<file path="src/rtl/bird_motion_ctrl.sv">
// Frame-paced bird controller: owns the bird FSM, vertical position, rise timing,
// post-crash hold and the DRAW handshake with the renderer.
//
// state   | meaning
// --------+---------------------------------------------------------------
// START   | idle at Y_START, waits for a latched flap
// RAISING | moving up RISE_STEP rows per frame for RISE_FRAMES frames
// FALLING | moving down FALL_STEP rows per frame until flap or crash
// STOP    | crashed, holds for STOP_FRAMES frames then returns to START
// DRAW    | renderer busy; leaves to after_draw on draw_done
module bird_motion_ctrl #(
    parameter int Y_W         = 7,
    parameter int Y_MIN       = 0,
    parameter int Y_MAX       = 119,
    parameter int Y_START     = 60,
    parameter int RISE_STEP   = 2,
    parameter int FALL_STEP   = 1,
    parameter int RISE_FRAMES = 4,
    parameter int STOP_FRAMES = 30
) (
    input  logic           clk,
    input  logic           resetn,
    input  logic           frame_tick,
    input  logic           press_key,
    input  logic           touched,
    input  logic           draw_done,
    output logic [2:0]     current,
    output logic           draw_req,
    output logic [Y_W-1:0] bird_y,
    output logic           game_over,
    output logic           frame_overrun
);

    typedef enum logic [2:0] {
        S_START   = 3'b001,
        S_RAISING = 3'b010,
        S_FALLING = 3'b011,
        S_STOP    = 3'b100,
        S_DRAW    = 3'b111
    } state_t;

    localparam int YW1  = Y_W + 1;
    localparam int RC_W = (RISE_FRAMES < 1) ? 1 : $clog2(RISE_FRAMES + 1);
    localparam int SC_W = (STOP_FRAMES < 1) ? 1 : $clog2(STOP_FRAMES + 1);

    localparam logic [Y_W:0]    YMIN_W    = YW1'(Y_MIN);
    localparam logic [Y_W:0]    YMAX_W    = YW1'(Y_MAX);
    localparam logic [Y_W:0]    RISE_W    = YW1'(RISE_STEP);
    localparam logic [Y_W:0]    FALL_W    = YW1'(FALL_STEP);
    localparam logic [Y_W-1:0]  YSTART_V  = Y_W'(Y_START);
    localparam logic [RC_W-1:0] RISE_LOAD = RC_W'(RISE_FRAMES);
    localparam logic [SC_W-1:0] STOP_LOAD = SC_W'(STOP_FRAMES);

    state_t          state_q;
    state_t          after_draw;
    logic [Y_W-1:0]  y_q;
    logic [RC_W-1:0] rise_cnt;
    logic [SC_W-1:0] stop_cnt;
    logic            press_prev;
    logic            press_lat;
    logic            press_now;

    state_t          nxt_after;
    logic [Y_W-1:0]  nxt_y;
    logic [RC_W-1:0] nxt_rise;
    logic [SC_W-1:0] nxt_stop;
    logic [RC_W-1:0] rise_dec;
    logic [SC_W-1:0] stop_dec;
    logic [Y_W:0]    y_wide;
    logic [Y_W:0]    up_wide;
    logic [Y_W:0]    dn_wide;
    logic            enter_stop;

    // An edge arriving on the same clock as frame_tick still counts for that tick.
    assign press_now = press_lat | (press_key & ~press_prev);

    assign current = state_q;
    assign bird_y  = y_q;

    always_comb begin
        y_wide     = {1'b0, y_q};
        up_wide    = (y_wide >= YMIN_W + RISE_W) ? (y_wide - RISE_W) : YMIN_W;
        dn_wide    = y_wide + FALL_W;
        if (dn_wide > YMAX_W) begin
            dn_wide = YMAX_W;
        end
        rise_dec   = (rise_cnt == '0) ? '0 : rise_cnt - 1'b1;
        stop_dec   = (stop_cnt == '0) ? '0 : stop_cnt - 1'b1;

        nxt_after  = state_q;
        nxt_y      = y_q;
        nxt_rise   = rise_cnt;
        nxt_stop   = stop_cnt;
        enter_stop = 1'b0;

        case (state_q)
            S_START: begin
                if (press_now) begin
                    nxt_after = S_RAISING;
                    nxt_rise  = RISE_LOAD;
                end
            end
            S_RAISING: begin
                nxt_y    = up_wide[Y_W-1:0];
                nxt_rise = rise_dec;
                if (touched) begin
                    enter_stop = 1'b1;
                end else if (press_now) begin
                    nxt_rise = RISE_LOAD;
                end else if (rise_dec == '0 || up_wide == YMIN_W) begin
                    nxt_after = S_FALLING;
                end
            end
            S_FALLING: begin
                nxt_y = dn_wide[Y_W-1:0];
                if (touched || dn_wide == YMAX_W) begin
                    enter_stop = 1'b1;
                end else if (press_now) begin
                    nxt_after = S_RAISING;
                    nxt_rise  = RISE_LOAD;
                end
            end
            S_STOP: begin
                nxt_stop = stop_dec;
                if (stop_dec == '0) begin
                    nxt_after = S_START;
                    nxt_y     = YSTART_V;
                end
            end
            default: begin
            end
        endcase

        if (enter_stop) begin
            nxt_after = S_STOP;
            nxt_stop  = STOP_LOAD;
        end
    end

    always_ff @(posedge clk or negedge resetn) begin
        if (!resetn) begin
            state_q       <= S_START;
            after_draw    <= S_START;
            y_q           <= YSTART_V;
            rise_cnt      <= '0;
            stop_cnt      <= '0;
            press_prev    <= 1'b0;
            press_lat     <= 1'b0;
            draw_req      <= 1'b0;
            game_over     <= 1'b0;
            frame_overrun <= 1'b0;
        end else begin
            press_prev <= press_key;
            game_over  <= 1'b0;
            case (state_q)
                S_START, S_RAISING, S_FALLING, S_STOP: begin
                    if (frame_tick) begin
                        state_q    <= S_DRAW;
                        draw_req   <= 1'b1;
                        after_draw <= nxt_after;
                        y_q        <= nxt_y;
                        rise_cnt   <= nxt_rise;
                        stop_cnt   <= nxt_stop;
                        press_lat  <= 1'b0;
                        game_over  <= enter_stop;
                    end else begin
                        press_lat <= press_now;
                    end
                end
                S_DRAW: begin
                    press_lat <= press_now;
                    // Ticks are not queued while the renderer is busy.
                    if (frame_tick) begin
                        frame_overrun <= 1'b1;
                    end
                    if (draw_done) begin
                        state_q  <= after_draw;
                        draw_req <= 1'b0;
                    end
                end
                default: begin
                    state_q   <= S_START;
                    draw_req  <= 1'b0;
                    press_lat <= press_now;
                end
            endcase
        end
    end

endmodule

</file>
<file path="config.mk">
export PLATFORM = sky130hd
export DESIGN_NAME = bird_motion_ctrl
export DESIGN_NICKNAME = d
export VERILOG_FILES = /design/src/rtl/bird_motion_ctrl.sv
export SDC_FILE = /design/constraint.sdc
export NUM_CORES = 1
export LEC_CHECK = 0
export ABC_AREA = 1
export CAP_MARGIN = 20
export CORE_ASPECT_RATIO = 1.2
export CORE_MARGIN = 5
export CORE_UTILIZATION = 35
export DETAILED_ROUTE_END_ITERATION = 6
export GPL_ROUTABILITY_DRIVEN = 0
export HOLD_SLACK_MARGIN = 0.05
export PLACE_DENSITY_LB_ADDON = 0.05
export SLEW_MARGIN = 10
export SYNTH_ARGS = -nofsm -noshare
export SYNTH_HDL_FRONTEND = slang
export SYNTH_SLANG_ARGS = --single-unit
</file>
<file path="constraint.sdc">
create_clock -name clk -period 4.3 [get_ports clk]
set_input_delay 0.86 -clock clk [delete_from_list [all_inputs] [get_ports clk]]
set_output_delay 0.86 -clock clk [all_outputs]
set_load 0.005 [all_outputs]
</file>
==> impl_results.html <==
<table>
<tr><th>Metric</th><th>Value</th></tr>
<tr><th colspan="2">Logic synthesis</th></tr>
<tr><td>Share of the synthesized area in the top cell type</td><td>0.278</td></tr>
<tr><td>Count of mapped cells out of synthesis</td><td>253</td></tr>
<tr><td>Mapped Area</td><td>0.00180 sq mm</td></tr>
<tr><td>Leading post-synthesis cells by instance count</td><td>nand2_1 (69), inv_1 (36), nor2_1 (23)</td></tr>
<tr><td>Synthesized netlist net count</td><td>266</td></tr>
<tr><td>Sequential share of the synthesized area</td><td>0.366</td></tr>
<tr><td>Synth top area cells</td><td>dfrtp_1 (28%), nand2_1 (14%), dfstp_2 (8.8%), inv_1 (7.5%), nand3_1 (5.8%)</td></tr>
<tr><td>Post-synthesis area per instance</td><td>7.12 sq um</td></tr>
<tr><td>Number of distinct library cell variants in the gate-level netlist after synthesis</td><td>35</td></tr>
<tr><td>Cell with the most instances after synthesis</td><td>nand2_1</td></tr>
<tr><td>Number of warnings printed during yosys synthesis</td><td>0</td></tr>
<tr><td>Library cell occupying the most area in the post-synthesis netlist</td><td>dfrtp_1</td></tr>
<tr><td>Most common flop cell mapped by yosys</td><td>dfrtp_1</td></tr>
<tr><td>Seq cells post-synth</td><td>26</td></tr>
<tr><td>Ys async rst share</td><td>1.00</td></tr>
<tr><td>Post-synth EDFFs</td><td>0</td></tr>
<tr><th colspan="2">Clock network</th></tr>
<tr><td>Number of clock sinks seen by CTS</td><td>26</td></tr>
<tr><td>Source-to-sink clock delay at the later pin of the worst-skew pair</td><td>270 ps</td></tr>
<tr><td>Clock tree from TritonCTS</td><td>done</td></tr>
<tr><td>CTS-repair resized insts</td><td>0</td></tr>
<tr><td>Max clock buf depth</td><td>2</td></tr>
<tr><td>Htree depth</td><td>1</td></tr>
<tr><td>Post CTS Setup Buffer Count</td><td>0</td></tr>
<tr><td>Worst-path clk slew</td><td>100 ps</td></tr>
<tr><td>Clock buffer count from CTS</td><td>3</td></tr>
<tr><td># hold bufs at CTS</td><td>0</td></tr>
<tr><td>CTS Root Buffer Type</td><td>clkbuf_8</td></tr>
<tr><th colspan="2">Global routing</th></tr>
<tr><td>First-pass GRT wire length</td><td>7620 um</td></tr>
<tr><td>Total Routing Usage GR</td><td>0.143</td></tr>
<tr><td>Vias in the first global route</td><td>1649</td></tr>
<tr><td>Antenna violations before repair</td><td>0</td></tr>
<tr><td>Total overflow reported by the global router</td><td>0</td></tr>
<tr><td>Maximum number of pins on one net before global-route repair</td><td>24</td></tr>
<tr><th colspan="2">Job</th></tr>
<tr><td>Maximum capacitance violations</td><td>0</td></tr>
<tr><th colspan="2">STA</th></tr>
<tr><td>Max Fclk</td><td>444 MHz</td></tr>
<tr><td>Worst-margin pin slew</td><td>547 ps</td></tr>
<tr><td>Post-route clock period utilization</td><td>0.524</td></tr>
<tr><td>Number of setup violations in the final report</td><td>0</td></tr>
<tr><td>Hold slack final</td><td>477 ps</td></tr>
<tr><td>Setup TNS</td><td>0 ps</td></tr>
<tr><td>Unrepaired setup endpoints after global routing</td><td>no</td></tr>
<tr><td>Number of slew-limit violations in the final report</td><td>0</td></tr>
<tr><td>Clock period minus final worst setup slack</td><td>2250 ps</td></tr>
<tr><td>Final Hold Viols</td><td>0</td></tr>
<tr><td>Worst relative slew slack</td><td>0.635</td></tr>
<tr><td>Final clock skew</td><td>12.4 ps</td></tr>
<tr><th colspan="2">Routing</th></tr>
<tr><td>Number of routed nets with antenna violations</td><td>0</td></tr>
<tr><td>DRC violation count after routing</td><td>0</td></tr>
<tr><td>Count of TritonRoute iterations in the first routing pass</td><td>4</td></tr>
<tr><td>Vias per Instance</td><td>4.94</td></tr>
<tr><td>Routed WL</td><td>4160 um</td></tr>
<tr><td>Post-detailed-route wirelength per cell</td><td>12.4 um</td></tr>
<tr><td>Total via count after detailed routing</td><td>1656</td></tr>
<tr><td>Drt initial violations</td><td>145</td></tr>
<tr><th colspan="2">Die</th></tr>
<tr><td>Area of the die</td><td>0.00668 sq mm</td></tr>
<tr><td>Core ar.</td><td>0.00497 sq mm</td></tr>
<tr><td>Die extent in x</td><td>75.5 um</td></tr>
<tr><td>Die Ht</td><td>88.6 um</td></tr>
<tr><td>Starting density of the core</td><td>0.362</td></tr>
<tr><td>Number of I/O pins</td><td>19</td></tr>
<tr><td>Site row count</td><td>28</td></tr>
<tr><th colspan="2">Final layout</th></tr>
<tr><td>Fraction of final layout cells sized beyond drive strength 1</td><td>0.109</td></tr>
<tr><td>Final cell utilization of the core</td><td>0.421</td></tr>
<tr><td>Cell area after layout</td><td>0.00210 sq mm</td></tr>
<tr><td>Total Nets Final</td><td>289</td></tr>
<tr><td>Relative area change from synthesis to final layout</td><td>16.4%</td></tr>
<tr><td>Final antenna diode count</td><td>0</td></tr>
<tr><th colspan="2">Min path</th></tr>
<tr><td>WHS Endpoint</td><td>after_draw[0]</td></tr>
<tr><td>Beginning of the worst hold path</td><td>after_draw[0]</td></tr>
<tr><td>Class of the tightest hold or removal check</td><td>register to register</td></tr>
<tr><td>Hold path cells</td><td>2</td></tr>
<tr><th colspan="2">Worst setup path</th></tr>
<tr><td>Reg-to-reg endpoint</td><td>stop_cnt[0]</td></tr>
<tr><td>Delay contributed by the slowest stage of the critical path</td><td>610 ps</td></tr>
<tr><td>Crit end category</td><td>output port</td></tr>
<tr><td>Worst Path Max Fanout</td><td>7</td></tr>
<tr><td>Critical path start-end classification</td><td>register to output port</td></tr>
<tr><td>Reg2reg setup slack</td><td>2150 ps</td></tr>
<tr><td>Slowest-stage cell, CP</td><td>dfstp_2</td></tr>
<tr><td>Number of cell instances on the worst register-to-register path</td><td>14</td></tr>
<tr><td>Critical path launch point type</td><td>register</td></tr>
<tr><td>Critical path arrival</td><td>1390 ps</td></tr>
<tr><td>Worst Path Required</td><td>3440 ps</td></tr>
<tr><td>Critical path, cell by cell</td><td>clkdlybuf4s50_1</td></tr>
<tr><td>Number of buffers and inverters on the critical path</td><td>1</td></tr>
<tr><td>Worst flop-to-flop path startpoint</td><td>bird_y[2]</td></tr>
<tr><td>Largest delay contributor family on the critical path</td><td>flip-flops</td></tr>
<tr><th colspan="2">Place</th></tr>
<tr><td>Detailed-placement wirelength estimate</td><td>3230 um</td></tr>
<tr><td>Number of buffers inserted by port buffering</td><td>18</td></tr>
<tr><td>Area of placed instances</td><td>0.00206 sq mm</td></tr>
<tr><th colspan="2">Power and ir drop</th></tr>
<tr><td>Maximum VDD drop</td><td>322 uV</td></tr>
<tr><td>PnR Total Power</td><td>1.41 mW</td></tr>
<tr><td>Leakage power summed over all cells</td><td>1.01 nW</td></tr>
<tr><td>Total power divided by cell area</td><td>675 mW/mm^2</td></tr>
<tr><th colspan="2">Run status</th></tr>
<tr><td>Run status</td><td>finished clean</td></tr>
</table>
==> registers in the layout, summed over array words and instances, names as in the netlist <==
signal,flops
draw_req,1
after_draw,3
game_over,1
current,3
press_prev,1
rise_cnt,3
press_lat,1
frame_overrun,1
stop_cnt,5
bird_y,7
==> where the power goes <==
part | internal, mW | total [mW] | switching [mW]
clock network | 0.0663 | 0.144 | 0.0779
registers | 0.361 | 0.473 | 0.112
logic | 0.322 | 0.797 | 0.476
==> tightest hold or removal path: stages, from the launching register on <==
cell and delay (ps):
dfstp_2 380, nand2_1 50, nand2_1 50
==> through the flow <==
step	cells	setup slack (ps)
2_1_floorplan	253	2430
3_3_place_gp	331	1950
3_5_place_dp	331	1890
6_report	335	2050
5_1_grt	335	1870
4_1_cts	335	2020
==> placed cells by master (no fill, tap or decap) <==
cell / Yosys / final
a211oi_1: 1 / 1
a211oi_2: 1 / 1
a21oi_1: 6 / 6
a31o_2: 1 / 1
a31oi_1: 1 / 1
buf_2: 0 / 1
buf_4: 1 / 1
clkbuf_1: 0 / 1
clkbuf_8: 0 / 3
clkdlybuf4s50_1: 0 / 17
dfrtp_1: 20 / 20
dfstp_2: 6 / 6
ha_1: 7 / 7
inv_1: 36 / 36
inv_2: 2 / 2
inv_4: 1 / 1
nand2_1: 69 / 69
nand2_2: 3 / 3
nand2_4: 2 / 2
nand3_1: 21 / 21
nand3_2: 1 / 1
nand3b_1: 2 / 2
nand3b_2: 1 / 1
nand4_1: 4 / 4
nor2_1: 23 / 23
nor2_2: 2 / 2
nor2_4: 1 / 1
nor3_1: 3 / 3
nor3_4: 1 / 1
nor4_1: 1 / 1
o211ai_1: 2 / 2
o21ai_0: 20 / 20
o21ai_1: 4 / 4
o21ai_2: 2 / 2
o21bai_1: 2 / 2
o22ai_2: 1 / 1
o311ai_0: 2 / 2
or2_1: 2 / 2
xnor2_1: 1 / 1
==> per-layer routing <==
layer	vias to the layer above	GRT usage	share of wire
met5	-	0	0
met1	758	0.196	0.47
li1	872	-	-
met2	24	0.235	0.48
met4	0	0.0382	0.0070
met3	2	0.0193	0.035
==> area by class of cell <==
cell class | instances | area, sq um
sequential | 26 | 658
clock buffer | 4 | 45.0
fill | 545 | 2880
tap | 60 | 75.1
timing repair buffer | 19 | 183
multi-input combinational | 187 | 986
inverter | 39 | 149
==> logic make-up (layout without fill, tap and decap cells) <==
family	Yosys count	in the layout	share of synthesized area
and+or+nand+nor	136	136	0.348
xor gates and xnor gates	1	1	0.00487
DFF	26	26	0.366
buffers and inverters	40	62	0.0869
AOI/OAI and AO/OA	43	43	0.146
adders and majority gates	7	7	0.0486
==> how the worst max path moves through the flow <==
stage          cells past startpoint     endpoint  slack, ps        from
4_1_cts                            1    bird_y[2]       2020   bird_y[2]
3_5_place_dp                       6  stop_cnt[4]       1890  frame_tick
2_1_floorplan                     14  stop_cnt[0]       2430   bird_y[2]
5_1_grt                           14  stop_cnt[0]       1870   bird_y[2]
6_report                           1    bird_y[2]       2050   bird_y[2]
3_3_place_gp                       6  stop_cnt[4]       1950  frame_tick
Note: power is estimated with default switching activity, not from simulation.
